**src/rtl/altera_tse_rx_ordset_detect.sv**
```systemverilog
// rtl/altera_tse_rx_ordset_detect.sv - 1000BASE-X rx /C/ and /I/ ordered-set detector with match counters
// Optional code-error counter: define TSE_RX_ORDSET_ERRCNT_EN.
`timescale 1ns/1ps
module altera_tse_rx_ordset_detect #(
  parameter int MATCH_COUNT = 3
) (
  input  logic        clk,
  input  logic        reset_n,
  input  logic [7:0]  rx_data,
  input  logic        rx_ctrl,
  input  logic        rx_errdetect,
  input  logic        rx_disperr,
  input  logic        rx_sync,
  output logic [15:0] rx_config_reg,
  output logic        rx_config_valid,
  output logic        rx_idle,
  output logic        rx_invalid,
  output logic        ability_match,
  output logic        ack_match,
  output logic        idle_match,
  output logic [15:0] err_count
);

  localparam logic [2:0] MC = 3'(MATCH_COUNT);

  typedef enum logic [1:0] {HUNT, K_SEEN, CFG_LO, CFG_HI} state_t;

  state_t      state, state_nxt;
  logic [7:0]  cfg_lo, cfg_lo_nxt;
  logic [15:0] prev_word, prev_word_nxt;
  logic        prev_valid, prev_valid_nxt;
  logic [2:0]  ability_cnt, ability_cnt_nxt;
  logic [2:0]  ack_cnt, ack_cnt_nxt;
  logic [2:0]  idle_cnt, idle_cnt_nxt;
  logic        ev_cfg, ev_idle, ev_inv;
  logic        is_k28_5, code_err;
  logic [15:0] word;

  assign is_k28_5 = rx_ctrl && (rx_data == 8'hBC);
  assign code_err = rx_errdetect || rx_disperr;
  assign word     = {rx_data, cfg_lo};

  // Ordered-set decode: one byte per clock, errors abort any set in progress.
  always_comb begin
    state_nxt  = state;
    cfg_lo_nxt = cfg_lo;
    ev_cfg     = 1'b0;
    ev_idle    = 1'b0;
    ev_inv     = 1'b0;
    if (!rx_sync) begin
      state_nxt = HUNT;
    end else begin
      case (state)
        HUNT: begin
          if (is_k28_5) state_nxt = K_SEEN;
        end
        K_SEEN: begin
          if (code_err) begin
            state_nxt = HUNT;
            ev_inv    = 1'b1;
          end else if (!rx_ctrl && (rx_data == 8'hB5 || rx_data == 8'h42)) begin
            state_nxt = CFG_LO;
          end else if (!rx_ctrl && (rx_data == 8'hC5 || rx_data == 8'h50)) begin
            state_nxt = HUNT;
            ev_idle   = 1'b1;
          end else if (is_k28_5) begin
            state_nxt = K_SEEN;
            ev_inv    = 1'b1;
          end else begin
            state_nxt = HUNT;
            ev_inv    = 1'b1;
          end
        end
        CFG_LO: begin
          if (code_err || rx_ctrl) begin
            state_nxt = HUNT;
            ev_inv    = 1'b1;
          end else begin
            cfg_lo_nxt = rx_data;
            state_nxt  = CFG_HI;
          end
        end
        CFG_HI: begin
          state_nxt = HUNT;
          if (code_err || rx_ctrl) ev_inv = 1'b1;
          else                     ev_cfg = 1'b1;
        end
        default: state_nxt = HUNT;
      endcase
    end
  end

  // Match counters; a cleared counter also forgets the previous /C/ word.
  always_comb begin
    ability_cnt_nxt = ability_cnt;
    ack_cnt_nxt     = ack_cnt;
    idle_cnt_nxt    = idle_cnt;
    prev_word_nxt   = prev_word;
    prev_valid_nxt  = prev_valid;
    if (!rx_sync || ev_inv) begin
      ability_cnt_nxt = 3'd0;
      ack_cnt_nxt     = 3'd0;
      idle_cnt_nxt    = 3'd0;
      prev_valid_nxt  = 1'b0;
    end else if (ev_idle) begin
      ability_cnt_nxt = 3'd0;
      ack_cnt_nxt     = 3'd0;
      prev_valid_nxt  = 1'b0;
      idle_cnt_nxt    = (idle_cnt >= MC) ? idle_cnt : idle_cnt + 3'd1;
    end else if (ev_cfg) begin
      idle_cnt_nxt = 3'd0;
      if (prev_valid && ({word[15], word[13:0]} == {prev_word[15], prev_word[13:0]}))
        ability_cnt_nxt = (ability_cnt >= MC) ? ability_cnt : ability_cnt + 3'd1;
      else
        ability_cnt_nxt = 3'd1;
      if (word[14] && prev_valid && (word == prev_word))
        ack_cnt_nxt = (ack_cnt >= MC) ? ack_cnt : ack_cnt + 3'd1;
      else
        ack_cnt_nxt = {2'b00, word[14]};
      prev_word_nxt  = word;
      prev_valid_nxt = 1'b1;
    end
  end

  always_ff @(posedge clk or negedge reset_n) begin
    if (!reset_n) begin
      state           <= HUNT;
      cfg_lo          <= 8'h00;
      prev_word       <= 16'h0000;
      prev_valid      <= 1'b0;
      ability_cnt     <= 3'd0;
      ack_cnt         <= 3'd0;
      idle_cnt        <= 3'd0;
      rx_config_reg   <= 16'h0000;
      rx_config_valid <= 1'b0;
      rx_idle         <= 1'b0;
      rx_invalid      <= 1'b0;
      ability_match   <= 1'b0;
      ack_match       <= 1'b0;
      idle_match      <= 1'b0;
    end else begin
      state           <= state_nxt;
      cfg_lo          <= cfg_lo_nxt;
      prev_word       <= prev_word_nxt;
      prev_valid      <= prev_valid_nxt;
      ability_cnt     <= ability_cnt_nxt;
      ack_cnt         <= ack_cnt_nxt;
      idle_cnt        <= idle_cnt_nxt;
      if (ev_cfg) rx_config_reg <= word;
      rx_config_valid <= ev_cfg;
      rx_idle         <= ev_idle;
      rx_invalid      <= ev_inv;
      ability_match   <= (ability_cnt_nxt >= MC);
      ack_match       <= (ack_cnt_nxt >= MC);
      idle_match      <= (idle_cnt_nxt >= MC);
    end
  end

`ifdef TSE_RX_ORDSET_ERRCNT_EN
  logic [15:0] err_cnt_q;

  always_ff @(posedge clk or negedge reset_n) begin
    if (!reset_n)
      err_cnt_q <= 16'h0000;
    else if (rx_sync && code_err && (err_cnt_q != 16'hFFFF))
      err_cnt_q <= err_cnt_q + 16'd1;
  end

  assign err_count = err_cnt_q;
`else
  assign err_count = 16'h0000;
`endif

endmodule

```
**config.mk**
```make
export PLATFORM = sky130hd
export DESIGN_NAME = altera_tse_rx_ordset_detect
export DESIGN_NICKNAME = d
export VERILOG_FILES = /design/src/rtl/altera_tse_rx_ordset_detect.sv
export SDC_FILE = /design/constraint.sdc
export NUM_CORES = 1
export LEC_CHECK = 0
export ABC_AREA = 1
export CORE_UTILIZATION = 50
export DETAILED_ROUTE_END_ITERATION = 8
export PLACE_DENSITY_LB_ADDON = 0.25
export SLEW_MARGIN = 10
export SYNTH_ARGS = -nofsm -noshare
export SYNTH_HDL_FRONTEND = slang
export SYNTH_SLANG_ARGS = --single-unit
export TNS_END_PERCENT = 5
```
**constraint.sdc**
```tcl
create_clock -name clk -period 1.9 [get_ports clk]
set_clock_uncertainty 0.05 [all_clocks]
set_input_delay 0.19 -clock clk [delete_from_list [all_inputs] [get_ports clk]]
set_output_delay 0.19 -clock clk [all_outputs]
set_load 0.02 [all_outputs]
```
# Word level (Yosys, flattened, before mapping)
# Index checks and enable logic that the tools add are counted.
dict set report totals {
  register_bits 58
  wordCells 94
}
dict set report op_classes {
  addsub 3
  magnitude_cmp 6
  eq_ne 11
  muxes 39
  n_bitwise 3
  n_reduce_logical 18
}
# operator n
set op_table {}
lappend op_table {{$mux 3} 14}
lappend op_table {{$eq 8x8->1 const B} 3}
lappend op_table {{$ge 3x2->1 const B} 6}
lappend op_table {{$mux 1} 18}
lappend op_table {{$eq 16x16->1} 1}
lappend op_table {{$eq 8x7->1 const B} 2}
lappend op_table {{$eq 15x15->1} 1}
lappend op_table {{$mux 2} 5}
lappend op_table {{$add 3x1->3 const B} 3}
lappend op_table {{$pmux 2 s4} 1}
lappend op_table {{$logic_and 1x1->1} 6}
lappend op_table {{$reduce_and 3->1} 2}
lappend op_table {{$logic_or 1x1->1} 5}
lappend op_table {{$eq 2x2->1 const B} 2}
lappend op_table {{$ne 3x3->1 const B} 1}
lappend op_table {{$not 1->1} 3}
lappend op_table {{$reduce_bool 3->1} 1}
lappend op_table {{$eq 2x1->1 const B} 1}
lappend op_table {{$logic_not 1->1} 2}
lappend op_table {{$logic_not 2->1} 1}
lappend op_table {{$pmux 1 s2} 1}
lappend op_table {{$reduce_or 2->1} 1}

# Longest topological paths before layout
dict set report depth {
  depth_word 11
  depth_mapped 12
}

# Least setup slack after synthesis
# Ideal clock, no wire load.
dict set report synth_path {
  path_kind {register -> register}
  startpoint {reg ack_cnt[0]}
  endpoint {reg ack_match}
  setup_time_ps 117
  arrival_time_ps 1434
  required_time_ps 1733
  path_slack_ps 299
  stages_incl_launch_ff 11
  n_path_buf 0
  cell_sequence {dfrtp_1 > ha_1 > ha_1 > nor2_1 > o21ai_0 > nor2_1 > o21ai_0 > nor2_1 > nor2_1 > nand3_1 > nand2_1}
}
dict set report synth_between {
  elab_chain_cells 7
}
# element line_no
set synth_rtl {}
lappend synth_rtl {{start: declaration} 33} ;# logic [2:0] ack_cnt, ack_cnt_nxt;
lappend synth_rtl {{start signal: assignment} 147} ;# ack_cnt <= ack_cnt_nxt;
lappend synth_rtl {{$add 3x1->3 / $ge 3x2->1 (equally long branches)} 117} ;# ack_cnt_nxt = (ack_cnt >= MC) ? ack_cnt : ack_cnt + 3'd1;
lappend synth_rtl {{$mux 3} 117}
lappend synth_rtl {{$mux 3} 116} ;# if (word[14] && prev_valid && (word == prev_word))
lappend synth_rtl {{$mux 3 *} 110} ;# end else if (ev_cfg) begin
lappend synth_rtl {{$mux 3 *} 105} ;# end else if (ev_idle) begin
lappend synth_rtl {{$mux 3 *} 100} ;# if (!rx_sync || ev_inv) begin
lappend synth_rtl {{$ge 3x2->1 *} 154} ;# ack_match <= (ack_cnt_nxt >= MC);
lappend synth_rtl {{end signal: assignment} 154}
lappend synth_rtl {{end: declaration} 19} ;# output logic ack_match,
# Every way passes the cells marked *; elsewhere a longest branch is shown, timed or not.
# A chain may end at the register's enable or synchronous reset.

# Final worst setup path
dict set report layout_path {
  startpoint {reg ack_cnt[0]}
  endpoint {reg ack_cnt[1]}
}
dict set report layout_between {
  elab_chain_cells 6
}
# element line_no
set layout_rtl {}
lappend layout_rtl {{$add 3x1->3 / $ge 3x2->1 (equally long branches)} 117}
lappend layout_rtl {{$mux 3 *} 117}
lappend layout_rtl {{$mux 3 *} 116}
lappend layout_rtl {{$mux 3 *} 110}
lappend layout_rtl {{$mux 3 *} 105}
lappend layout_rtl {{$mux 3 *} 100}
lappend layout_rtl {{via ack_cnt_nxt[1]} 33}
# The timed path passes the listed nets; every way through them passes the cells marked *.

==> flow_metrics.py <==
metrics = {
    "placement": {
        "gp_congestion": 0.898,
        "dp_slack_ns": -0.139,
        "dp_hpwl_um": 4210,
        "port_buffers": 35,
    },
    "synth": {
        "synth_top_cell_area_share_pct": 50.5,
        "synth_flop_cell": "dfrtp_1",
        "synthArstFlopShare_pct": 100,
        "synthAdderAreaFrac_pct": 2.18,
        "yosysWarnings": 0,
        "synth_top_family_by_area": "simple AND/OR/NAND/NOR gates",
        "synth_mux_area_share_pct": 0,
        "syn_area_mm2": 0.00287,
        "yosys.area_share.xor_xnor_pct": 1.22,
        "synth.most_common_cell": "nand2_1",
        "synth_edf_count": 0,
        "synthTopCellsByArea": "dfrtp_1 51%, nand2_1 16%, o21ai_0 7.0%",
        "synth_cells": 362,
        "yosys.area.top_type": "dfrtp_1",
        "synth-seq-cells": 58,
        "synth_common_cells": "122 x nand2_1, 58 x dfrtp_1, 40 x o21ai_0",
        "yosys.area_share.simple_pct": 25.1,
        "synth_compound_gate_area_share_pct": 9.19,
        "avgSynthCellArea_um2": 7.93,
        "ys_types": 33,
        "ys_seq_area_share_pct": 50.5,
    },
    "cts": {
        "path_clk_slew_ns": 0.06,
        "clock_latency_ns": 0.34,
        "cts_buffer_depth": 2,
        "root_buffer": "clkbuf_8",
        "cts_buffers": 9,
        "h-tree-depth": 3,
        "tritoncts": "built",
        "clock-sinks": 58,
    },
    "worst_setup_path": {
        "cp_cell_sequence": "ha_1 > ha_1 > nor2_1 > o21ai_1 > nor2_2 > buf_4 > o21ai_0 > nor3b_2",
        "cp_slowest_stage_delay_ns": 0.38,
        "critPathMaxFanout": 3,
        "critPathSlowestCell": "dfrtp_1",
        "ff2ff_path_depth": 8,
        "crit_family": "simple AND/OR/NAND/NOR gates",
        "arrival_ns": 1.90,
        "cp-start-kind": "flip-flop",
        "reg2reg_slack_ns": 0.16,
        "endpoint_kind": "flip-flop",
        "critPathBufInv": 1,
        "path_class": "flip-flop to flip-flop",
        "required_ns": 2.07,
        "crit_cells": 8,
        "cp_common_cell": "ha_1",
    },
    "layout": {
        "n_antenna_cell": 0,
        "drive_above_1_share_pct": 12.2,
        "nFillCells": 506,
        "seqCellArea_mm2": 0.00145,
        "multi_input_area_mm2": 0.00116,
        "final_nets": 439,
        "syn2layout_area_growth_pct": 24.5,
    },
    "power": {
        "p_per_area_mw_per_mm2": 681,
        "power.leakage_uw": 0.00193,
        "peakVddDrop_uv": 530,
    },
    "sta": {
        "hold_violations": 0,
        "fin_hold_ws_ns": 0.216,
        "period_share_pct": 91.3,
        "setup_viol": 0,
        "min_period_ns": 1.74,
        "maxSlewViolCount": 0,
        "max_freq_mhz": 576,
        "setup_slack_ns": 0.165,
    },
    "global_routing": {
        "grt_pass1_wl_um": 9870,
        "grt_pass1_vias": 2193,
        "gr-total-overflow": 0,
        "grtUsageTotal_pct": 21.5,
        "antenna_found_initial": 0,
        "grt_max_degree": 59,
    },
    "floorplanning": {
        "rows": 27,
        "start_util_pct": 52.1,
        "io_pins": 52,
        "fp.dieH_um": 77.8,
        "fp.dieArea_mm2": 0.00605,
        "die_w_um": 77.8,
        "core_area_mm2": 0.00551,
    },
    "routing": {
        "route.met3.wl_um": 252,
        "drt_pass1_iterations": 5,
        "drt-wirelength-per-cell_um": 11.9,
        "top_layer": "met4",
        "wl_met1_um": 2770,
        "drt-total-wl_um": 5910,
        "avgViaCountPerCell": 4.79,
        "drt_iter0_markers": 113,
        "antenna_left": 0,
        "num_vias": 2382,
        "drc": 0,
        "met2_wirelength_um": 2760,
    },
    "hold_path": {
        "hp-class": "input port to flip-flop",
        "hold_depth": 3,
    },
    "run": {
        "max_cap_violations": 0,
    },
    "outcome": {
        "outcome": "finished, final reports clean",
    },
}
metal layers:
metal / up-vias / global-route usage [%]
met2: 61 / 34.8
met5: - / 0
met4: 0 / 11.3
met3: 12 / 4.00
li1: 1208 / -
met1: 1101 / 27.3
placed cells by master, fill, tap and decap left out, types with 5 or more instances in the layout:
cell type / synthesis / layout
clkbuf_8: 0 / 12
ha_1: 5 / 5
o21ai_0: 40 / 39
inv_2: 5 / 5
nor2_1: 30 / 28
buf_4: 17 / 19
dfrtp_1: 58 / 58
clkdlybuf4s50_1: 0 / 33
nand2_1: 122 / 122
nand3_1: 8 / 8
inv_1: 39 / 39
conb_1: 1 / 16
what timing repair did:
| action | 4_1_cts | 5_1_grt |
|---|---|---|
| gates resized for setup | 0 | 7 |
| endpoints found under the setup margin | 0 | 6 |
| buffers inserted | 0 | 2 |
| hold buffers | 1 | 0 |
| hold endpoints to repair | 58 | 0 |
metrics by stage:
step | utilization [%] | TNS [ns] | cells | instance area (um^2) | total power, uW
2_1_floorplan | - | 0 | 377 | 2930 | 1350
3_3_place_gp | 60.7 | -0.544 | 478 | 3340 | 1410
3_5_place_dp | 60.7 | -0.655 | 478 | 3340 | 1410
4_1_cts | 64.2 | 0 | 495 | 3540 | 2450
5_1_grt | 64.9 | -0.00404 | 497 | 3580 | 2530
6_report | 64.9 | 0 | 497 | 3580 | 2430
area by class of cell:
type | instances | area share [%]
Clock buffer | 14 | 4.83
Clock inverter | 2 | 0.280
Inverter | 45 | 4.72
Multi-Input combinational cell | 250 | 32.5
Sequential cell | 58 | 40.6
Tap cell | 72 | 2.52
Timing Repair Buffer | 56 | 14.6
report_power, final:
| group | total, uW | switching [uW] | internal, uW |
|---|---|---|---|
| logic | 152 | 100 | 51.9 |
| clock network | 1040 | 464 | 577 |
| registers | 1240 | 3.03 | 1240 |
| total | 2430 | 567 | 1870 |
logic make-up (layout without fill, tap and decap cells):
family                   Yosys count  count (layout)
other                              1              16
AND/OR/NAND/NOR                  175             175
flip-flops                        58              58
adder cells (fa/ha/maj)            5               5
buffers and inverters             69             117
AO/OA/AOI/OAI                     50              50
XOR/XNOR                           4               4
worst register-to-register path: cells and delay by family, from the launching register on:
kind            cells  cell delay [ns]
buf+inv             1             0.12
compound gates      2             0.23
fa+ha+maj           2             0.37
simple gates        3             0.47
flops               1             0.38
path summary, 6_finish.rpt:
kind | endpoint | start
setup / recovery | ack_cnt[1] | ack_cnt[0]
hold / removal | cfg_lo[7] | rx_data[7]
setup reg to reg | ack_cnt[1] | ack_cnt[0]
hold reg to reg | rx_config_reg[13] | rx_config_reg[13]
max in group asynchronous | ack_cnt[1] | reset_n
min in group asynchronous | ability_cnt[0] | reset_n
(Power assumes the default switching activity.)
